===== src/rtl/wavetable_pkg.sv =====
// Shared constants and state encoding for the wavetable oscillator reader and its helpers.
package wavetable_pkg;

    localparam int unsigned PHASE_W     = 32;
    localparam int unsigned ADDR_W      = 9;
    localparam int unsigned DATA_W      = 16;
    localparam int unsigned FRAC_W      = 8;
    localparam int unsigned TABLE_DEPTH = 512;

    typedef enum logic [1:0] {
        IDLE   = 2'd0,
        FETCH1 = 2'd1,
        CAP1   = 2'd2,
        MULT   = 2'd3
    } state_t;

endpackage


===== src/rtl/wavetable_osc_reader_lerp_sat.sv =====
// Linear interpolation between two signed table words, floored and saturated to DATA_W.
module lerp_sat
    import wavetable_pkg::*;
(
    input  logic [DATA_W-1:0] s0,
    input  logic [DATA_W-1:0] s1,
    input  logic [FRAC_W-1:0] frac,
    output logic [DATA_W-1:0] y
);

    localparam int unsigned PW = DATA_W + FRAC_W + 2;
    localparam logic signed [PW-1:0] MAX_V = {{(PW-DATA_W+1){1'b0}}, {(DATA_W-1){1'b1}}};
    localparam logic signed [PW-1:0] MIN_V = {{(PW-DATA_W+1){1'b1}}, {(DATA_W-1){1'b0}}};

    logic signed [DATA_W:0] d;
    logic signed [FRAC_W:0] frac_s;
    logic signed [PW-1:0]   p;
    logic signed [PW-1:0]   sum;

    // Arithmetic shift floors the scaled difference toward minus infinity.
    always_comb begin
        d      = {s1[DATA_W-1], s1} - {s0[DATA_W-1], s0};
        frac_s = {1'b0, frac};
        p      = PW'(d) * PW'(frac_s);
        sum    = PW'($signed(s0)) + (p >>> FRAC_W);
        if (sum > MAX_V) begin
            y = MAX_V[DATA_W-1:0];
        end else if (sum < MIN_V) begin
            y = MIN_V[DATA_W-1:0];
        end else begin
            y = sum[DATA_W-1:0];
        end
    end

endmodule


===== src/rtl/wavetable_osc_reader.sv =====
// Phase-accumulator oscillator reading a synchronous sine ROM and emitting
// one interpolated sample per accepted tick over a valid/ready handshake.
module wavetable_osc_reader
    import wavetable_pkg::*;
(
    input  logic               clock,
    input  logic               resetn,
    input  logic               enable,
    input  logic               sample_tick,
    input  logic [PHASE_W-1:0] phase_inc,
    input  logic               phase_reset,
    output logic [ADDR_W-1:0]  rom_address,
    input  logic [DATA_W-1:0]  rom_q,
    output logic [DATA_W-1:0]  sample_out,
    output logic               sample_valid,
    input  logic               sample_ready,
    output logic               overrun
);

    state_t              state;
    state_t              state_next;
    logic [PHASE_W-1:0]  phase;
    logic [ADDR_W-1:0]   idx;
    logic [FRAC_W-1:0]   frac;
    logic [DATA_W-1:0]   s0;
    logic [DATA_W-1:0]   s1;
    logic [DATA_W-1:0]   y;
    logic                out_pending;
    logic                tick_en_c;
    logic                accept_c;
    logic                drop_c;

    assign tick_en_c = sample_tick & enable;
    assign accept_c  = tick_en_c & (state == IDLE) & ~(sample_valid & ~sample_ready);
    assign drop_c    = tick_en_c & ~accept_c;

    always_ff @(posedge clock) begin
        if (!resetn) begin
            state <= IDLE;
        end else begin
            state <= state_next;
        end
    end

    always_comb begin
        state_next = state;
        case (state)
            IDLE:    if (accept_c) state_next = FETCH1;
            FETCH1:  state_next = CAP1;
            CAP1:    state_next = MULT;
            MULT:    state_next = IDLE;
            default: state_next = IDLE;
        endcase
    end

    // ROM words arrive one cycle after their address: s0 lands in CAP1, s1 in MULT.
    always_ff @(posedge clock) begin
        if (!resetn) begin
            phase        <= '0;
            idx          <= '0;
            frac         <= '0;
            s0           <= '0;
            s1           <= '0;
            rom_address  <= '0;
            out_pending  <= 1'b0;
            sample_out   <= '0;
            sample_valid <= 1'b0;
            overrun      <= 1'b0;
        end else begin
            overrun     <= drop_c;
            out_pending <= (state == MULT);

            // Dropped ticks still advance the phase so pitch is preserved.
            if (phase_reset) begin
                phase <= '0;
            end else if (tick_en_c) begin
                phase <= phase + phase_inc;
            end

            if (accept_c) begin
                idx         <= phase[PHASE_W-1 -: ADDR_W];
                frac        <= phase[PHASE_W-ADDR_W-1 -: FRAC_W];
                rom_address <= phase[PHASE_W-1 -: ADDR_W];
            end else if (state == FETCH1) begin
                rom_address <= idx + ADDR_W'(1);
            end

            if (state == CAP1) begin
                s0 <= rom_q;
            end
            if (state == MULT) begin
                s1 <= rom_q;
            end

            if (out_pending) begin
                sample_out   <= y;
                sample_valid <= 1'b1;
            end else if (sample_valid && sample_ready) begin
                sample_valid <= 1'b0;
            end
        end
    end

    lerp_sat u_lerp (
        .s0   (s0),
        .s1   (s1),
        .frac (frac),
        .y    (y)
    );

endmodule

===== config.mk =====
export PLATFORM = sky130hd
export DESIGN_NAME = wavetable_osc_reader
export DESIGN_NICKNAME = d
export VERILOG_FILES = /design/src/rtl/wavetable_pkg.sv /design/src/rtl/wavetable_osc_reader_lerp_sat.sv /design/src/rtl/wavetable_osc_reader.sv
export SDC_FILE = /design/constraint.sdc
export NUM_CORES = 1
export LEC_CHECK = 0
export CAP_MARGIN = 15
export CORE_AREA = 2 2 184 114
export DETAILED_ROUTE_END_ITERATION = 10
export DIE_AREA = 0 0 186 116
export GPL_ROUTABILITY_DRIVEN = 0
export PLACE_DENSITY = 0.8
export SYNTH_ARGS = -nofsm -noshare
export SYNTH_HDL_FRONTEND = slang
export SYNTH_SLANG_ARGS = --single-unit

===== constraint.sdc =====
create_clock -name clock -period 12 [get_ports clock]
set_input_delay 3 -clock clock [delete_from_list [all_inputs] [get_ports clock]]
set_output_delay 3 -clock clock [all_outputs]
set_load 0.03 [all_outputs]

Word level (Yosys, flattened, before mapping) --
Cells that the tools add are included.
Word-level totals: input bits 54, output and inout bits 27, bits in registers 111
Cells by class: $add $sub $neg 4, reductions and logical operators 5, bitwise logic cells 9, magnitude comparators 2, eq/ne operators 4, multiply operators 1, muxes and demuxes 8
Operator list (number):
- 32-bit adder | 1
- 16-bit 2-to-1 mux | 2
- 26-bit by 16-bit > comparator with 1-bit output, second input constant | 1
- 26-bit by 16-bit less-than comparator with 1-bit output, second input constant | 1
- 17-bit by 9-bit multiplier with 26-bit output | 1
- 16-bit by 18-bit adder with 19-bit output | 1
- 9-bit 2-to-1 mux | 2
- 16-bit by 16-bit subtractor with 17-bit output | 1
- 9-bit by 1-bit adder with 9-bit output, second input constant | 1
- 2-bit one-hot mux with 4 select lines | 1
- 1-bit AND | 5
- 2-bit == test, second input constant | 2
- 1-bit inverter | 4
- 2-bit nonzero test | 2
- 2-bit by 1-bit == test with 1-bit output, second input constant | 1
- 2-bit zero test | 1
- 1-bit 2-to-1 mux | 2
- 2-bit 2-to-1 mux | 1
- 2-bit inequality test, second input constant | 1
- 2-bit OR reduction | 1
- 1-bit logical AND | 1

Logic depth before layout (Yosys ltp) --
Gate-level depths: netlist of run 1.
depth after elaboration 6, mapped depth 40, depth with buffers taken out 39

Modules after synthesis --
From an unflattened synthesis of run 1, not the netlist that was laid out.
Second synthesis, totals: cell total of the unflattened synthesis 1473, area, all modules 12505.7 sq um
Modules (own cells, without submodules):
- lerp_sat | times used 1, sequential area each 0.0 sq um, cells each 787, area an instance 6577.6 sq um
- wavetable_osc_reader | times used 1, sequential area each 2222.1 sq um, cells each 686, area an instance 5928.2 sq um

Worst setup path before layout of run 1 --
No wires, ideal clock.
kind register to register, from register s1[0], to register sample_out[14], path slack 3.798 ns, arrival 8.081 ns, stages on the path, launching flop included 41, clock period less this slack 8.202 ns, cells stage by stage dfxtp_1 inv_1 ha_1 fa_1 nand2b_1 a21boi_0 o21ai_0 a21oi_1 o21a_1 o21ai_0 a21oi_1 xor2_1 nand2_1 fa_1 inv_1 fa_1 fa_1 inv_1 (+5 left out) a41oi_1 o21ai_1 a31oi_1 nor2b_1 o21a_1 nor2_1 xnor2_1 ha_1 and3_1 nor2b_1 a22oi_1 o211ai_1 a21oi_1 xor2_1 a31oi_1 nor2b_1 buf_2 a221o_1
Between the ends: longest elaborated chain between the ends 6
RTL lines:
- from (decl) | line wavetable_osc_reader.sv:26 | logic [DATA_W-1:0] s1;
- from (signal assigned) | line wavetable_osc_reader.sv:92 | s1 <= rom_q;
- 16-bit by 16-bit subtractor with 17-bit output * | line wavetable_osc_reader_lerp_sat.sv:22 | d = {s1[DATA_W-1], s1} - {s0[DATA_W-1], s0};
- 17-bit by 9-bit multiplier with 26-bit output * | line wavetable_osc_reader_lerp_sat.sv:24 | p = PW'(d) * PW'(frac_s);
- 16-bit by 18-bit adder with 19-bit output * | line wavetable_osc_reader_lerp_sat.sv:25 | sum = PW'($signed(s0)) + (p >>> FRAC_W);
- 26-bit by 16-bit less-than comparator with 1-bit output | line wavetable_osc_reader_lerp_sat.sv:28 | end else if (sum < MIN_V) begin
- 16-bit 2-to-1 mux | line wavetable_osc_reader_lerp_sat.sv:28
- 16-bit 2-to-1 mux * | line wavetable_osc_reader_lerp_sat.sv:26 | if (sum > MAX_V) begin
- to (signal assigned) | line wavetable_osc_reader.sv:96 | sample_out <= y;
- to (decl) | line wavetable_osc_reader.sv:14 | output logic [DATA_W-1:0] sample_out,
Every way passes the cells marked *; elsewhere a longest branch is shown, timed or not. A chain may end at the register's enable or synchronous reset.

Final worst setup path of run 1 --
from register s0[0], to register sample_out[5]
Between the ends: longest elaborated chain between the ends 6
RTL lines:
- from (decl) | line wavetable_osc_reader.sv:25 | logic [DATA_W-1:0] s0;
- from (signal assigned) | line wavetable_osc_reader.sv:89 | s0 <= rom_q;
- 16-bit by 16-bit subtractor with 17-bit output | line wavetable_osc_reader_lerp_sat.sv:22
- 17-bit by 9-bit multiplier with 26-bit output | line wavetable_osc_reader_lerp_sat.sv:24
- 16-bit by 18-bit adder with 19-bit output * | line wavetable_osc_reader_lerp_sat.sv:25
- 26-bit by 16-bit less-than comparator with 1-bit output | line wavetable_osc_reader_lerp_sat.sv:28
- 16-bit 2-to-1 mux | line wavetable_osc_reader_lerp_sat.sv:28
- 16-bit 2-to-1 mux * | line wavetable_osc_reader_lerp_sat.sv:26
Marked as above.

==> metrics.cfg, run 1 <==
[global_route]
grt_pass1_vias = 9486
antenna_found_initial = 0
grt_overflow = 0
grt.total_usage_pct = 28.9
grt_max_degree = 68
grt_pass1_wl_mm = 49.0

[power]
power.density_nw_per_um2 = 109
ir_drop_v = 0.000124
power.leakage_uw = 0.00598

[clock_tree]
htree_levels = 3
ctsLongestPathBuffers = 2
cts_sinks = 111
cts.repair.resized = 0
root_buffer = clkbuf_16
clock_latency_ns = 0.37
clk_pin_slew_ns = 0.09
cts_setup_buffers = 0
cts_hold_buf = 0
cts_tree = done
numCtsBuffers = 9

[worst_setup_path]
cp-start-kind = flip-flop
cp.arrival_ns = 10.12
worstSetupPathType = reg -> reg
cp_common_cell = fa_1
critical_path.max_fanout = 13
required_ns = 12.31
slowest_stage = nor2b_1
slowest_delay_ns = 0.69
setup.worst_path.end_class = flip-flop

[detailed_routing]
viasPerCell = 5.70
first_iter_violations = 892
drtPass1Iterations = 7
detail-route-antenna-nets = 0
drt-total-wl_mm = 29.5
wire_per_inst_um = 17.2
via_count = 9782
drc = 0

[layout]
fillers = 1615
fin_nets = 1725
area_growth_pct = 10.9
fin_area_um2 = 13100
fin_util_pct = 66.1
antenna_cells = 0
final_layout_size_suffix_gt1_share_pct = 2.29
multiInputGateArea_um2 = 8770
register_area_um2 = 2220

[floorplanning]
dieArea_um2 = 21600
core_area_um2 = 19800
boundaryPins = 81
die_width_um = 186
rows = 40
die_y_um = 116
initial_core_util_pct = 59.7

[yosys]
syn_inst = 1388
ys_seq_area_share_pct = 18.8
yosys.area.top_type = dfxtp_1
syn_avg_cell_area_um2 = 8.50
synth_area_um2 = 11800
synth_edf_count = 0
ys.flop_type = dfxtp_1
yosys_warnings = 0
syn-num-nets = 1673
yosysTopAreaCellShare_pct = 18.8
ys_ff_latch = 111
ys_types = 64
synthArstFlopShare_pct = 0
synthTopCellsByArea = dfxtp_1 19%, fa_1 19%, ha_1 13%

[sta]
fin_crit_sh_pct = 81.7
drv_slew = 0
holdWs_ns = 0.456
setup_viol = 0
clock.fmax_mhz = 102
fin_skew_ns = 0.0163
worst_pin_slew_ns = 1.13
rsz0062_at_grt = no
max_slew_margin_pct = 24.4
tns_ns = 0
period_minus_slack_ns = 9.81
hold_viol_final = 0

[hold_path]
worst_hold_path_type = reg -> reg

[place]
placed_area_um2 = 12800
io_buffer_count = 80
hpwl_mm = 23.2

[run_status]
status = complete, no violations

[job]
drv_cap = 0

## critical path, delay by kind of cell (launching register included)
family | cells | cell delay, ns
AO/OA/AOI/OAI | 16 | 3.84
XOR/XNOR | 1 | 0.08
adder cells (fa/ha/maj) | 8 | 3.21
buffers and inverters | 3 | 0.16
flip-flops | 1 | 0.37
AND/OR/NAND/NOR | 10 | 2.07
## per-layer routing
metal / vias to the layer above / track usage (%) / wire length (um)
met5: - / 0 / 0
met4: 0 / 3.83 / 193
met3: 15 / 5.88 / 2790
met2: 390 / 40.2 / 11600
met1: 4643 / 46.7 / 14900
li1: 4734 / - / -
## cells by family (layout without fill, tap and decap cells)
kind of cell | Yosys count | count (layout) | synth area share (%)
compound gates | 278 | 278 | 16.1
xor+xnor | 73 | 73 | 5.42
fa+ha+maj | 231 | 231 | 31.4
buf+inv | 210 | 266 | 6.76
flops | 111 | 111 | 18.8
mux | 34 | 34 | 2.90
simple gates | 451 | 451 | 18.5
## sequential cells by signal (all words and copies together) (netlist names)
name / cells
idx: 9
sample_out: 16
s0: 16
frac: 8
s1: 16
out_pending: 1
overrun: 1
sample_valid: 1
state: 2
phase: 32
rom_address: 9
## cell usage after synthesis (all sizes together), types with 23 or more instances
master / n
nor2b: 55
inv: 168
mux2i: 33
a21o: 23
nor2: 68
ha: 122
a21oi: 71
dfxtp: 111
fa: 109
and2: 56
clkbuf: 38
a21boi: 33
nand2: 179
xor2: 27
xnor2: 46
o21ai: 43
## area by class of cell
cell class	instances	share of cell area [%]
Clock inverter	6	0.479
Inverter	168	4.82
Sequential cell	111	17.0
Timing Repair Buffer	83	6.26
Clock buffer	9	1.72
Tap cell	273	2.61
Multi-Input combinational cell	1067	67.1
## through the flow
stage | total power, uW | worst slack, ns | std cells
2_1_floorplan | 894 | 3.80 | 1388
3_3_place_gp | 1100 | 2.72 | 1702
3_5_place_dp | 1110 | 2.38 | 1702
4_1_cts | 1410 | 2.34 | 1717
5_1_grt | 1500 | 1.65 | 1717
6_report | 1420 | 2.19 | 1717
## final timing paths
path | from | endpoint | slack, ns | depth (start not counted)
worst min-delay path | phase[12] | phase[12] | 0.46 | 2
worst max-delay path | s0[0] | sample_out[5] | 2.19 | 38
worst min register to register | phase[12] | phase[12] | 0.46 | 2
worst max register to register | s0[0] | sample_out[5] | 2.19 | 38
## report_power, final
part / leakage (uW) / internal (uW) / switching (uW) / total (uW)
Clock: 0.000142 / 146 / 152 / 298
Combinational: 0.00494 / 235 / 468 / 703
Sequential: 0.000898 / 396 / 26.2 / 422
Total: 0.00598 / 777 / 647 / 1420
## layout by cell type (no fill, tap or decap), types with 5 or more instances in the layout
cell and n:
a211oi_1 13, a21boi_0 33, a21o_1 23, a21oi_1 70
a221o_1 13, a22o_1 6, a31oi_1 7, and2_1 56
and3_1 11, clkbuf_16 9, clkdlybuf4s50_1 79, dfxtp_1 111
fa_1 109, ha_1 122, inv_1 168, mux2i_1 33
nand2_1 179, nand2b_1 15, nand3_1 20, nand4_1 6
nor2_1 68, nor2b_1 55, nor3_1 17, o211ai_1 15
o21a_1 19, o21ai_0 39, or2_2 5, or3_1 7
xnor2_1 46, xor2_1 27
No activity file was read; power rests on OpenSTA's default activity.
==> run 2: changes to the inputs <==
CORE_AREA = 2 2 193 119   (was 2 2 184 114)
DIE_AREA = 0 0 195 121   (was 0 0 186 116)
PLACE_DENSITY = 0.77   (was 0.8)
clock period = 8.3 ns   (was 12 ns; I/O delays follow)
==> metrics.cfg, run 2 (synthesis gave the netlist of run 1 again) <==
[job]
drv_cap = 0

[floorplanning]
initial_core_util_pct = 54.2
dieArea_um2 = 23600
boundaryPins = 81
die_y_um = 121
core_area_um2 = 21800
rows = 42
die_width_um = 195

[clock_tree]
htree_levels = 3
cts_sinks = 111
cts_hold_buf = 0
numCtsBuffers = 9
cts_tree = done
root_buffer = clkbuf_16
ctsLongestPathBuffers = 2
clock_latency_ns = 0.37
clk_pin_slew_ns = 0.08

[global_route]
grt_max_degree = 68
grt_overflow = 0
antenna_found_initial = 0
grt_pass1_vias = 10500
grt.total_usage_pct = 29.0
grt_pass1_wl_mm = 54.5

[power]
ir_drop_v = 0.000232
power.leakage_uw = 0.00680
power.density_nw_per_um2 = 178

[sta]
fin_skew_ns = 0.0141
clock.fmax_mhz = 118
period_minus_slack_ns = 8.47
max_slew_margin_pct = 20.1
fin_crit_sh_pct = 102
rsz0062_at_grt = yes
worst_pin_slew_ns = 1.20
hold_viol_final = 0
fin_ws_ns = -0.174
holdWs_ns = 0.461
drv_slew = 0
setup_viol = 15

[worst_setup_path]
setup.worst_path.end_class = flip-flop
worstSetupPathType = reg -> reg
r2r-start = s1[0]
cp-start-kind = flip-flop
slowest_stage = fa_1
r2r_cells = 39
regToRegEndpoint = sample_out[9]
worst-r2r-setup-slack_ns = -0.17
cp.arrival_ns = 8.79
required_ns = 8.61
slowest_delay_ns = 0.59
critical_path.max_fanout = 5

[detailed_routing]
drt-total-wl_mm = 33.1
first_iter_violations = 894
drc = 0
drtPass1Iterations = 5
viasPerCell = 5.64
via_count = 10600
detail-route-antenna-nets = 0
wire_per_inst_um = 17.6

[hold_path]
hp-start = phase[12]
worst_hold_path_type = reg -> reg
min_path_cells = 2
worstHoldEndpoint = phase[12]

[place]
hpwl_mm = 25.2
io_buffer_count = 80
preCtsSetupSlack_ns = -0.905

[run_status]
status = complete, but fails checks
violations = negative setup slack

[layout]
antenna_cells = 0
fin_nets = 1874
register_area_um2 = 2220
multiInputGateArea_um2 = 9070
largest_register = phase
largest_reg_flops = 32
fillers = 1709
area_growth_pct = 23.4
final_cell_mix = 176 x nand2_1, 161 x inv_1, 143 x buf_4
fin_util_pct = 66.9
layout_commonest_cell = nand2_1
final_layout_size_suffix_gt1_share_pct = 14.8

## run 2: cell count changes in the layout (fill, tap and decap cells not counted), sizes merged
cell / before / now
clkbuf: 9 / 10
buf: 4 / 153
clkinvlp: 0 / 1
inv: 172 / 171
## run 2: final cells by class
type / count / share of cell area, %
Tap cell: 286 / 2.46
Clock inverter: 6 / 0.421
Sequential cell: 111 / 15.3
Timing Repair Buffer: 232 / 13.6
Inverter: 168 / 4.33
Multi-Input combinational cell: 1067 / 62.3
Clock buffer: 10 / 1.57
## run 2: critical path, delay by kind of cell, from the launching register on
| kind | cells | cell delay, ns |
|---|---|---|
| compound gates | 16 | 2.84 |
| flops | 1 | 0.34 |
| fa+ha+maj | 8 | 3.13 |
| xor+xnor | 3 | 0.43 |
| buf+inv | 8 | 0.83 |
| simple gates | 4 | 0.83 |
## run 2: how the worst max path moves through the flow
| stage | startpoint | to | cells past startpoint |
|---|---|---|---|
| floorplan | s1[0] | sample_out[14] | 40 |
| global placement | s1[0] | sample_out[14] | 39 |
| detailed placement | s1[0] | sample_out[4] | 39 |
| CTS | s0[1] | sample_out[4] | 38 |
| global route | s0[2] | sample_out[11] | 39 |
| finish | s1[0] | sample_out[9] | 39 |
## run 2: per-layer routing
| metal | vias up | wire [um] | GRT usage, % |
|---|---|---|---|
| li1 | 5034 | - | - |
| met1 | 5067 | 16000 | 43.7 |
| met2 | 449 | 13600 | 42.6 |
| met3 | 44 | 3090 | 6.73 |
| met4 | 0 | 402 | 4.72 |
| met5 | - | 0 | 0 |
## run 2: what timing repair did
| action | in CTS | in global routing |
|---|---|---|
| buffers inserted | 14 | 9 |
| resized for setup | 46 | 33 |
| pin swaps | 33 | 47 |
| cloned | 1 | 0 |
| endpoints found under the setup margin | 16 | 16 |
| hold endpoints to repair | 0 | 0 |
## run 2: metrics by stage
stage               instances  total power [uW]  setup TNS [ns]  instance area (um2)
global placement         1839              1830           -8.38                13700
CTS                      1870              2440               0                14300
floorplan                1388              1290               0                11800
detailed placement       1839              1850          -12.94                13700
global route             1880              2730           -7.70                14600
finish                   1880              2590           -2.37                14600
## run 2: where the power goes
| group | total, uW | internal [uW] | leakage (uW) | switching (uW) |
|---|---|---|---|---|
| Combinational | 1550 | 711 | 0.00576 | 838 |
| Clock | 438 | 212 | 0.000138 | 226 |
| Sequential | 606 | 572 | 0.000899 | 33.9 |
==> run 3: changes to the inputs <==
CTS_CLUSTER_SIZE = 30   (was unset)
==> results of run 3 <==
The final DEF is identical to that of run 2; final timing and power are the same.
